==> src/rtl/ula_pkg.sv <==
// ula_pkg: shared constants and types for the registered ULA control decoder.
//   - SEL_*      : ALU select codes driven on ula_select
//   - ULA_OP_*   : main-control ula_op encodings
//   - *_HI/*_LO  : field positions inside the 17-bit inst bundle
//   - F7_*       : funct7 patterns that change the decode
//   - md_state_e : muldiv sequencing FSM states
//   - base_sel() : funct3 -> select for the plain (funct7 = 0) ALU ops
package ula_pkg;

    localparam logic [3:0] SEL_ADD   = 4'd0;
    localparam logic [3:0] SEL_SUB   = 4'd1;
    localparam logic [3:0] SEL_SLL   = 4'd2;
    localparam logic [3:0] SEL_SLT   = 4'd3;
    localparam logic [3:0] SEL_SLTU  = 4'd4;
    localparam logic [3:0] SEL_XOR   = 4'd5;
    localparam logic [3:0] SEL_SRL   = 4'd6;
    localparam logic [3:0] SEL_SRA   = 4'd7;
    localparam logic [3:0] SEL_OR    = 4'd8;
    localparam logic [3:0] SEL_AND   = 4'd9;
    localparam logic [3:0] SEL_PASSB = 4'd10;
    localparam logic [3:0] SEL_ADDPC = 4'd11;
    localparam logic [3:0] SEL_MD    = 4'd12;

    localparam logic [2:0] ULA_OP_MEM    = 3'b000;
    localparam logic [2:0] ULA_OP_BRANCH = 3'b001;
    localparam logic [2:0] ULA_OP_RTYPE  = 3'b010;
    localparam logic [2:0] ULA_OP_ITYPE  = 3'b011;
    localparam logic [2:0] ULA_OP_LUI    = 3'b100;
    localparam logic [2:0] ULA_OP_AUIPC  = 3'b101;

    localparam int OPC_HI = 16;
    localparam int OPC_LO = 10;
    localparam int F3_HI  = 9;
    localparam int F3_LO  = 7;
    localparam int F7_HI  = 6;
    localparam int F7_LO  = 0;

    localparam logic [6:0] F7_BASE   = 7'b0000000;
    localparam logic [6:0] F7_ALT    = 7'b0100000;
    localparam logic [6:0] F7_MULDIV = 7'b0000001;

    typedef enum logic [1:0] {
        ST_IDLE     = 2'd0,
        ST_MD_START = 2'd1,
        ST_MD_WAIT  = 2'd2
    } md_state_e;

    function automatic logic [3:0] base_sel(input logic [2:0] f3);
        logic [3:0] s;
        case (f3)
            3'b000:  s = SEL_ADD;
            3'b001:  s = SEL_SLL;
            3'b010:  s = SEL_SLT;
            3'b011:  s = SEL_SLTU;
            3'b100:  s = SEL_XOR;
            3'b101:  s = SEL_SRL;
            3'b110:  s = SEL_OR;
            default: s = SEL_AND;
        endcase
        return s;
    endfunction

endpackage

==> src/rtl/ula_control_md_if.sv <==
// ula_control_md_if: request/response and muldiv handshake bundle.
//   master : decode-stage requester, output consumer and muldiv unit (drives
//            in_valid/inst/ula_op/out_ready/md_done)
//   slave  : ula_control_md (drives in_ready/out_valid/ula_select/illegal/
//            md_start/md_op)
interface ula_control_md_if #(
    parameter int SEL_W = 4
);
    logic             in_valid;
    logic             in_ready;
    logic [16:0]      inst;
    logic [2:0]       ula_op;
    logic             out_valid;
    logic             out_ready;
    logic [SEL_W-1:0] ula_select;
    logic             illegal;
    logic             md_start;
    logic [2:0]       md_op;
    logic             md_done;

    modport master (
        output in_valid, inst, ula_op, out_ready, md_done,
        input  in_ready, out_valid, ula_select, illegal, md_start, md_op
    );

    modport slave (
        input  in_valid, inst, ula_op, out_ready, md_done,
        output in_ready, out_valid, ula_select, illegal, md_start, md_op
    );
endinterface

==> src/rtl/ula_decode.sv <==
// ula_decode: combinational {inst, ula_op} -> {select, illegal, is_md}.
//   inst    [16:10] opcode (not needed, ula_op already classifies it),
//           [9:7] funct3, [6:0] funct7
//   ula_op  main-control operation class
//   select  ALU select code, forced to SEL_ADD on illegal encodings
//   illegal encoding is not a legal operation
//   is_md   M-extension op; only asserted when ULA_M_EXT_EN is defined
module ula_decode
    import ula_pkg::*;
#(
    parameter int SEL_W = 4
) (
    input  logic [16:0]      inst,
    input  logic [2:0]       ula_op,
    output logic [SEL_W-1:0] select,
    output logic             illegal,
    output logic             is_md
);

    logic [2:0] f3;
    logic [6:0] f7;
    logic [6:0] unused_opcode;
    logic [3:0] sel_c;
    logic       ill_c;
    logic       md_c;

    assign f3            = inst[F3_HI:F3_LO];
    assign f7            = inst[F7_HI:F7_LO];
    assign unused_opcode = inst[OPC_HI:OPC_LO];

    always_comb begin
        sel_c = SEL_ADD;
        ill_c = 1'b0;
        md_c  = 1'b0;
        case (ula_op)
            ULA_OP_MEM:    sel_c = SEL_ADD;
            ULA_OP_BRANCH: sel_c = SEL_SUB;
            ULA_OP_RTYPE: begin
                if (f7 == F7_BASE) begin
                    sel_c = base_sel(f3);
                end else if (f7 == F7_ALT && f3 == 3'b000) begin
                    sel_c = SEL_SUB;
                end else if (f7 == F7_ALT && f3 == 3'b101) begin
                    sel_c = SEL_SRA;
`ifdef ULA_M_EXT_EN
                end else if (f7 == F7_MULDIV) begin
                    sel_c = SEL_MD;
                    md_c  = 1'b1;
`endif
                end else begin
                    ill_c = 1'b1;
                end
            end
            ULA_OP_ITYPE: begin
                // funct7 only matters for the shift-immediate forms
                case (f3)
                    3'b001: begin
                        sel_c = SEL_SLL;
                        ill_c = (f7 != F7_BASE);
                    end
                    3'b101: begin
                        if (f7 == F7_BASE)     sel_c = SEL_SRL;
                        else if (f7 == F7_ALT) sel_c = SEL_SRA;
                        else                   ill_c = 1'b1;
                    end
                    default: sel_c = base_sel(f3);
                endcase
            end
            ULA_OP_LUI:   sel_c = SEL_PASSB;
            ULA_OP_AUIPC: sel_c = SEL_ADDPC;
            default:      ill_c = 1'b1;
        endcase
        if (ill_c) sel_c = SEL_ADD;
    end

    assign select  = SEL_W'(sel_c);
    assign illegal = ill_c;
    assign is_md   = md_c;

endmodule

==> src/rtl/ula_control_md.sv <==
// ula_control_md: registered, handshaked ULA control decoder with optional
// multi-cycle M-extension sequencing against an external iterative muldiv.
// Build option: ULA_M_EXT_EN enables the muldiv FSM; without it funct7=0000001
// R-type ops decode as illegal and md_start/md_op are tied low.
//   clk    rising-edge clock
//   rst_n  asynchronous active-low reset
//   bus    ula_control_md_if.slave: in_valid/in_ready/inst/ula_op request,
//          out_valid/out_ready/ula_select/illegal response,
//          md_start/md_op/md_done muldiv handshake
//
//   state       | meaning
//   ST_IDLE     | accepting requests, output register drains normally
//   ST_MD_START | one-cycle md_start pulse to the muldiv unit
//   ST_MD_WAIT  | waiting for md_done, bounded by MD_TIMEOUT cycles
module ula_control_md
    import ula_pkg::*;
#(
    parameter int SEL_W      = 4,
    parameter int MD_TIMEOUT = 64,
    parameter int CNT_W      = $clog2(MD_TIMEOUT)
) (
    input logic                clk,
    input logic                rst_n,
    ula_control_md_if.slave    bus
);

    logic [SEL_W-1:0] dec_sel;
    logic             dec_ill;
    logic             dec_md;

    ula_decode #(.SEL_W(SEL_W)) u_decode (
        .inst    (bus.inst),
        .ula_op  (bus.ula_op),
        .select  (dec_sel),
        .illegal (dec_ill),
        .is_md   (dec_md)
    );

    logic             out_valid_q;
    logic [SEL_W-1:0] sel_q;
    logic             ill_q;
    logic             in_ready_c;
    logic             accept;
    logic             md_fin;
    logic             md_to;

    assign accept = bus.in_valid && in_ready_c;

`ifdef ULA_M_EXT_EN
    md_state_e        state_q;
    md_state_e        state_d;
    logic [CNT_W-1:0] cnt_q;
    logic [2:0]       md_op_q;
    logic             md_start_c;

    always_ff @(posedge clk or negedge rst_n) begin
        if (!rst_n) state_q <= ST_IDLE;
        else        state_q <= state_d;
    end

    always_comb begin
        state_d    = state_q;
        md_start_c = 1'b0;
        md_fin     = 1'b0;
        md_to      = 1'b0;
        case (state_q)
            ST_IDLE: begin
                if (accept && dec_md) state_d = ST_MD_START;
            end
            ST_MD_START: begin
                md_start_c = 1'b1;
                state_d    = ST_MD_WAIT;
            end
            ST_MD_WAIT: begin
                if (bus.md_done) begin
                    md_fin  = 1'b1;
                    state_d = ST_IDLE;
                end else if (cnt_q == CNT_W'(MD_TIMEOUT - 1)) begin
                    md_fin  = 1'b1;
                    md_to   = 1'b1;
                    state_d = ST_IDLE;
                end
            end
            default: state_d = ST_IDLE;
        endcase
    end

    // Counter sits at zero outside MD_WAIT, so MD_WAIT always starts from 0.
    always_ff @(posedge clk or negedge rst_n) begin
        if (!rst_n)                    cnt_q <= '0;
        else if (state_q != ST_MD_WAIT) cnt_q <= '0;
        else if (!md_fin)              cnt_q <= cnt_q + CNT_W'(1);
    end

    always_ff @(posedge clk or negedge rst_n) begin
        if (!rst_n)                 md_op_q <= 3'b000;
        else if (accept && dec_md)  md_op_q <= bus.inst[F3_HI:F3_LO];
    end

    assign in_ready_c   = (state_q == ST_IDLE) && (!out_valid_q || bus.out_ready);
    assign bus.md_start = md_start_c;
    assign bus.md_op    = md_op_q;
`else
    logic unused_md_done;

    assign unused_md_done = bus.md_done;
    assign md_fin         = 1'b0;
    assign md_to          = 1'b0;
    assign in_ready_c     = !out_valid_q || bus.out_ready;
    assign bus.md_start   = 1'b0;
    assign bus.md_op      = 3'b000;
`endif

    // Accepting an M op loads nothing; the register simply drains (in_ready
    // guarantees it is empty or being consumed) and waits for the muldiv.
    always_ff @(posedge clk or negedge rst_n) begin
        if (!rst_n) begin
            out_valid_q <= 1'b0;
            sel_q       <= SEL_W'(SEL_ADD);
            ill_q       <= 1'b0;
        end else if (accept && !dec_md) begin
            out_valid_q <= 1'b1;
            sel_q       <= dec_sel;
            ill_q       <= dec_ill;
        end else if (md_fin) begin
            out_valid_q <= 1'b1;
            sel_q       <= SEL_W'(SEL_MD);
            ill_q       <= md_to;
        end else if (out_valid_q && bus.out_ready) begin
            out_valid_q <= 1'b0;
        end
    end

    assign bus.in_ready   = in_ready_c;
    assign bus.out_valid  = out_valid_q;
    assign bus.ula_select = sel_q;
    assign bus.illegal    = ill_q;

endmodule

==> src/flat_wrapper.sv <==
// flat-port wrapper written by rule: the top's interface ports become plain ports
module ula_control_md_flat import ula_pkg::*;
#(
    parameter int SEL_W      = 4,
    parameter int MD_TIMEOUT = 64,
    parameter int CNT_W      = $clog2(MD_TIMEOUT)
)
  (clk, rst_n, bus_in_valid, bus_inst, bus_ula_op, bus_out_ready, bus_md_done, bus_in_ready, bus_out_valid, bus_ula_select, bus_illegal, bus_md_start, bus_md_op);
  ula_control_md_if #(.SEL_W(SEL_W)) bus_i ();
  input logic clk;
  input logic rst_n;
  input wire logic [$bits(bus_i.in_valid)-1:0] bus_in_valid;
  input wire logic [$bits(bus_i.inst)-1:0] bus_inst;
  input wire logic [$bits(bus_i.ula_op)-1:0] bus_ula_op;
  input wire logic [$bits(bus_i.out_ready)-1:0] bus_out_ready;
  input wire logic [$bits(bus_i.md_done)-1:0] bus_md_done;
  output wire logic [$bits(bus_i.in_ready)-1:0] bus_in_ready;
  output wire logic [$bits(bus_i.out_valid)-1:0] bus_out_valid;
  output wire logic [$bits(bus_i.ula_select)-1:0] bus_ula_select;
  output wire logic [$bits(bus_i.illegal)-1:0] bus_illegal;
  output wire logic [$bits(bus_i.md_start)-1:0] bus_md_start;
  output wire logic [$bits(bus_i.md_op)-1:0] bus_md_op;
  assign bus_i.in_valid = bus_in_valid;
  assign bus_i.inst = bus_inst;
  assign bus_i.ula_op = bus_ula_op;
  assign bus_i.out_ready = bus_out_ready;
  assign bus_i.md_done = bus_md_done;
  assign bus_in_ready = bus_i.in_ready;
  assign bus_out_valid = bus_i.out_valid;
  assign bus_ula_select = bus_i.ula_select;
  assign bus_illegal = bus_i.illegal;
  assign bus_md_start = bus_i.md_start;
  assign bus_md_op = bus_i.md_op;
  ula_control_md #(.SEL_W(SEL_W), .MD_TIMEOUT(MD_TIMEOUT), .CNT_W(CNT_W)) u_core (.clk(clk), .rst_n(rst_n), .bus(bus_i));
endmodule
==> config.mk <==
export PLATFORM = sky130hd
export DESIGN_NAME = ula_control_md_flat
export DESIGN_NICKNAME = d
export VERILOG_FILES = /design/src/rtl/ula_pkg.sv /design/src/rtl/ula_control_md_if.sv /design/src/rtl/ula_decode.sv /design/src/rtl/ula_control_md.sv /design/src/flat_wrapper.sv
export SDC_FILE = /design/constraint.sdc
export NUM_CORES = 1
export LEC_CHECK = 0
export BUFFER_PORTS_ARGS = -buffer_cell sky130_fd_sc_hd__buf_2
export CAP_MARGIN = 20
export CORE_MARGIN = 4
export CORE_UTILIZATION = 36
export DETAILED_ROUTE_END_ITERATION = 7
export PLACE_DENSITY = 0.81
export SYNTH_ARGS = -nofsm -noshare
export SYNTH_HDL_FRONTEND = slang
export SYNTH_SLANG_ARGS = --single-unit
==> constraint.sdc <==
create_clock -name clk -period 0.9 [get_ports clk]
set_input_delay 0.18 -clock clk [delete_from_list [all_inputs] [get_ports clk]]
set_output_delay 0.18 -clock clk [all_outputs]
set_load 0.03 [all_outputs]
==> summary.md <==
| Metric | Value |
|---|---|
| RSZ-0062 raised after global routing | true |
| Vias | 715 |
| # setup viols final | 12 |
| Max clock buf depth | 2 |
| Hold path depth | 2 |
| Largest family of logic cells by synthesized area | compound AO/OA/AOI/OAI gates |
| FILL cells | 98 |
| Kind of critical path | register to primary output |
| Vias in the first global route | 673 |
| Final Cycle Share | 1.30 |
| Largest net degree at the start of global routing | 8 |
| Cell Pwr Density | between 1000 and 1500 nW/um^2 |
| Post-Synth Adder-Cell Area | 0 |
| Reported max-cap violation count | 0 |
| Layout Nets | approximately 140 |
| 1st-iter DRT viols | 17 |
| Net load switching power | around 400 uW |
| Crit start category | register |
| Final Hold Viols | 0 |
| P_leak | slightly below 0.5 nW |
| Synth warn | 0 |
| Grt total ovfl | 0 |
| Num CTS Buffers | 3 |
| Commonest non-fill, non-tap cell in the layout | buf_4 |
| Worst-path fanout max | 2 |
| XOR/XNOR Fraction of Synth Area | 0.0631 |
| Status | complete, but fails checks |
| Simple logic cell fraction of the synthesized area | 0.218 |
| First-pass GRT wire length | 2.97 mm |
| Die area | 2240 sq um |
| CTS root buf | clkbuf_4 |
| Routed Wire Length | roughly 2.1 mm |
| Logic pwr share | 0.454 |
| Crit path required time | 0.72 ns |
| Post-synthesis compound-gate area fraction | 0.329 |
| Peak supply drop | approximately 0.44 mV |
| TritonCTS clock tree | done |
| Failing checks | negative setup slack |
| Antenna viol nets, final | 0 |
| Minimum clock period | ~1.2 ns |
| Drt via density | 5.46 |
| Mapped Cells | 66 |
| Critical Path Sink Type | primary output |
| Antenna cells | 0 |
| Biggest cell delay along the critical path | ~0.42 ns |
| Sequential area share after synthesis | 0.270 |
| Synthesized area | between 500 and 600 sq um |
| Total track usage | 0.199 |
| Final Skew | slightly below 0.005 ns |
| Yosys reg bits | 6 |
| Fmax | around 0.86 GHz |
| Worst hold endpoint | u_core.bus.out_valid$_DFFE_PN0P_ |
| HP Class | input port to register |
| Reg-to-reg endpoint | u_core.bus.ula_select[2]$_DFFE_PN0P_ |
| Clock sink total | 6 |
| Detail Placement HPWL | between 1 and 1.5 mm |
| Worst-path clk slew | 0.05 ns |
| Fin Hold WS | about 0.2 ns |
| Sequential share of power | 0.285 |
| Layout area overhead | 85.6% |
| CP bufs+invs | 2 |
| Slowest cell on crit path | dfrtp_2 |
| CP most frequent cell | buf_6 |
| DR DRC count | 0 |
| Synth top area share | 0.270 |
| Most frequent cells in the layout | buf_4 (25), buf_2 (13), buf_6 (12) |
| Row count | 13 |
| Clock power frac | 0.261 |
| R2R Setup Slk | -0.23 ns |
| Avg Cell Area, Syn | approximately 8.4 sq um |
| Sw frac | 0.354 |
| Core ar. | about 1400 sq um |
| Critical path, cell by cell | nand2b_4 -> buf_6 -> buf_6 |
| CP delay by family, top | flip-flops |
| Antenna violations before repair | 0 |
| P_int | slightly above 700 uW |
| Synth unique cells | 33 |
| Multiplexer area fraction after synthesis | 0 |
| Ratio of cells with drive above 1 in the final layout | 0.612 |
| Setup WS post-layout | -0.269 ns |
| Drt first pass iters | 6 |
| Port-buffer cells | 23 |
| Slew Limit Fails | 0 |
| Die Ht | 47.3 um |
| Min-delay src | bus_in_valid |
| Initial core utilization | 0.402 |
| Cell accounting for the most synthesized area | dfrtp_1 |
| Routability-driven placement congestion ratio | about 0.88 |
| R2r startpoint | u_core.bus.out_valid$_DFFE_PN0P_ |
| Worst Reg-to-Reg Cells | 4 |
| DP Worst Slack | -0.616 ns |
| Routed WL per cell | approximately 16 um |
| H-tree levels | 1 |
| WP data arrival | roughly 0.99 ns |
| Die span in x | about 47 um |
| Synth area leaders | dfrtp_1 (27%), buf_4 (6.8%), o21ai_0 (5.4%), a22o_1 (4.7%), a21oi_1 (4.5%) |
| # IOs | 36 |
| Clk Latency, worst-skew pair | ~0.26 ns |
[stage by stage]
stage,power [mW],util,instance area [sq um],cells,TNS (ns)
6_report,1.10,0.746,1030,131,-1.93
5_1_grt,1.15,0.746,1030,131,-2.46
4_1_cts,1.04,0.705,975,131,-1.97
3_5_place_dp,0.688,0.594,821,120,-2.82
3_3_place_gp,0.676,0.594,821,120,-2.52
2_1_floorplan,0.538,-,601,69,-1.69
[timing repair]
item / CTS / global route
pin swaps: 8 / 15
gates resized for setup: 22 / 15
hold buffers: 1 / 0
setup endpoints to repair: 12 / 12
hold endpoints to repair: 6 / 0
setup buffers: 6 / 2
[flip-flops by register name (all words and copies together), names as in the netlist]
signal and flops:
u_core.bus.illegal 1, u_core.bus.out_valid 1, u_core.bus.ula_select 4
[worst register-to-register path, delay by kind of cell (launching register included)]
family	cells	cell delay (ns)
and+or+nand+nor	3	0.43
DFF	1	0.42
AOI/OAI and AO/OA	1	0.21
[kinds of logic (layout without fill, tap and decap cells)]
kind of cell	count (synthesis)	after routing
compound gates	26	26
simple gates	20	20
buf+inv	9	56
flops	6	6
xor+xnor	4	4
other cells	1	4
[how the worst max path moves through the flow]
| stage | slack (ns) | cells past startpoint | startpoint | end |
|---|---|---|---|---|
| 5_1_grt | -0.37 | 7 | bus_inst[2] | u_core.bus.illegal$_DFFE_PN0P_ |
| 3_5_place_dp | -0.62 | 6 | bus_inst[2] | u_core.bus.ula_select[2]$_DFFE_PN0P_ |
| 3_3_place_gp | -0.53 | 6 | bus_inst[2] | u_core.bus.ula_select[2]$_DFFE_PN0P_ |
| 4_1_cts | -0.30 | 6 | bus_inst[1] | u_core.bus.ula_select[2]$_DFFE_PN0P_ |
| 6_report | -0.27 | 3 | u_core.bus.out_valid$_DFFE_PN0P_ | bus_in_ready |
| 2_1_floorplan | -0.37 | 6 | bus_inst[2] | u_core.bus.ula_select[2]$_DFFE_PN0P_ |
[cell usage after synthesis, drive strengths merged]
cell type / number
a21boi: 1
a21oi: 5
a22o: 3
a2bb2oi: 1
a311oi: 1
a32o: 1
a32oi: 1
a41o: 1
and2: 1
buf: 8
conb: 1
dfrtp: 6
inv: 1
nand2: 5
nand2b: 4
nand3b: 1
nand4: 1
nor2: 1
nor2b: 4
nor3: 1
nor4: 1
o21ai: 7
o21ba: 1
o21bai: 1
o221ai: 1
o31ai: 1
o32ai: 1
or3: 1
xnor2: 2
xor2: 2
[per-layer routing]
metal  wire, um  part of all wire  global-route usage
met4         68             0.032              0.0994
met3        127             0.060              0.0613
met1        731              0.34               0.213
met5          0                 0                   0
met2       1210              0.57               0.348
[cell type report]
cell class | count | area [sq um] | area share
multi-input cells | 54 | 433 | 0.420
repair buffers | 51 | 398 | 0.386
flip-flops and latches | 6 | 151 | 0.147
clock buffers | 4 | 26.3 | 0.0255
well taps | 15 | 18.8 | 0.0182
inverters | 1 | 3.75 | 0.00364
[power groups by stage]
stage	clock, mW	combinational [mW]	sequential, mW
after detailed placement	0	0.376	0.312
final	0.286	0.500	0.314
after global routing	0.307	0.532	0.315
after global placement	0	0.365	0.311
after floorplan	0	0.180	0.357
after CTS	0.284	0.443	0.313
Note: power is estimated with default switching activity, not from simulation.
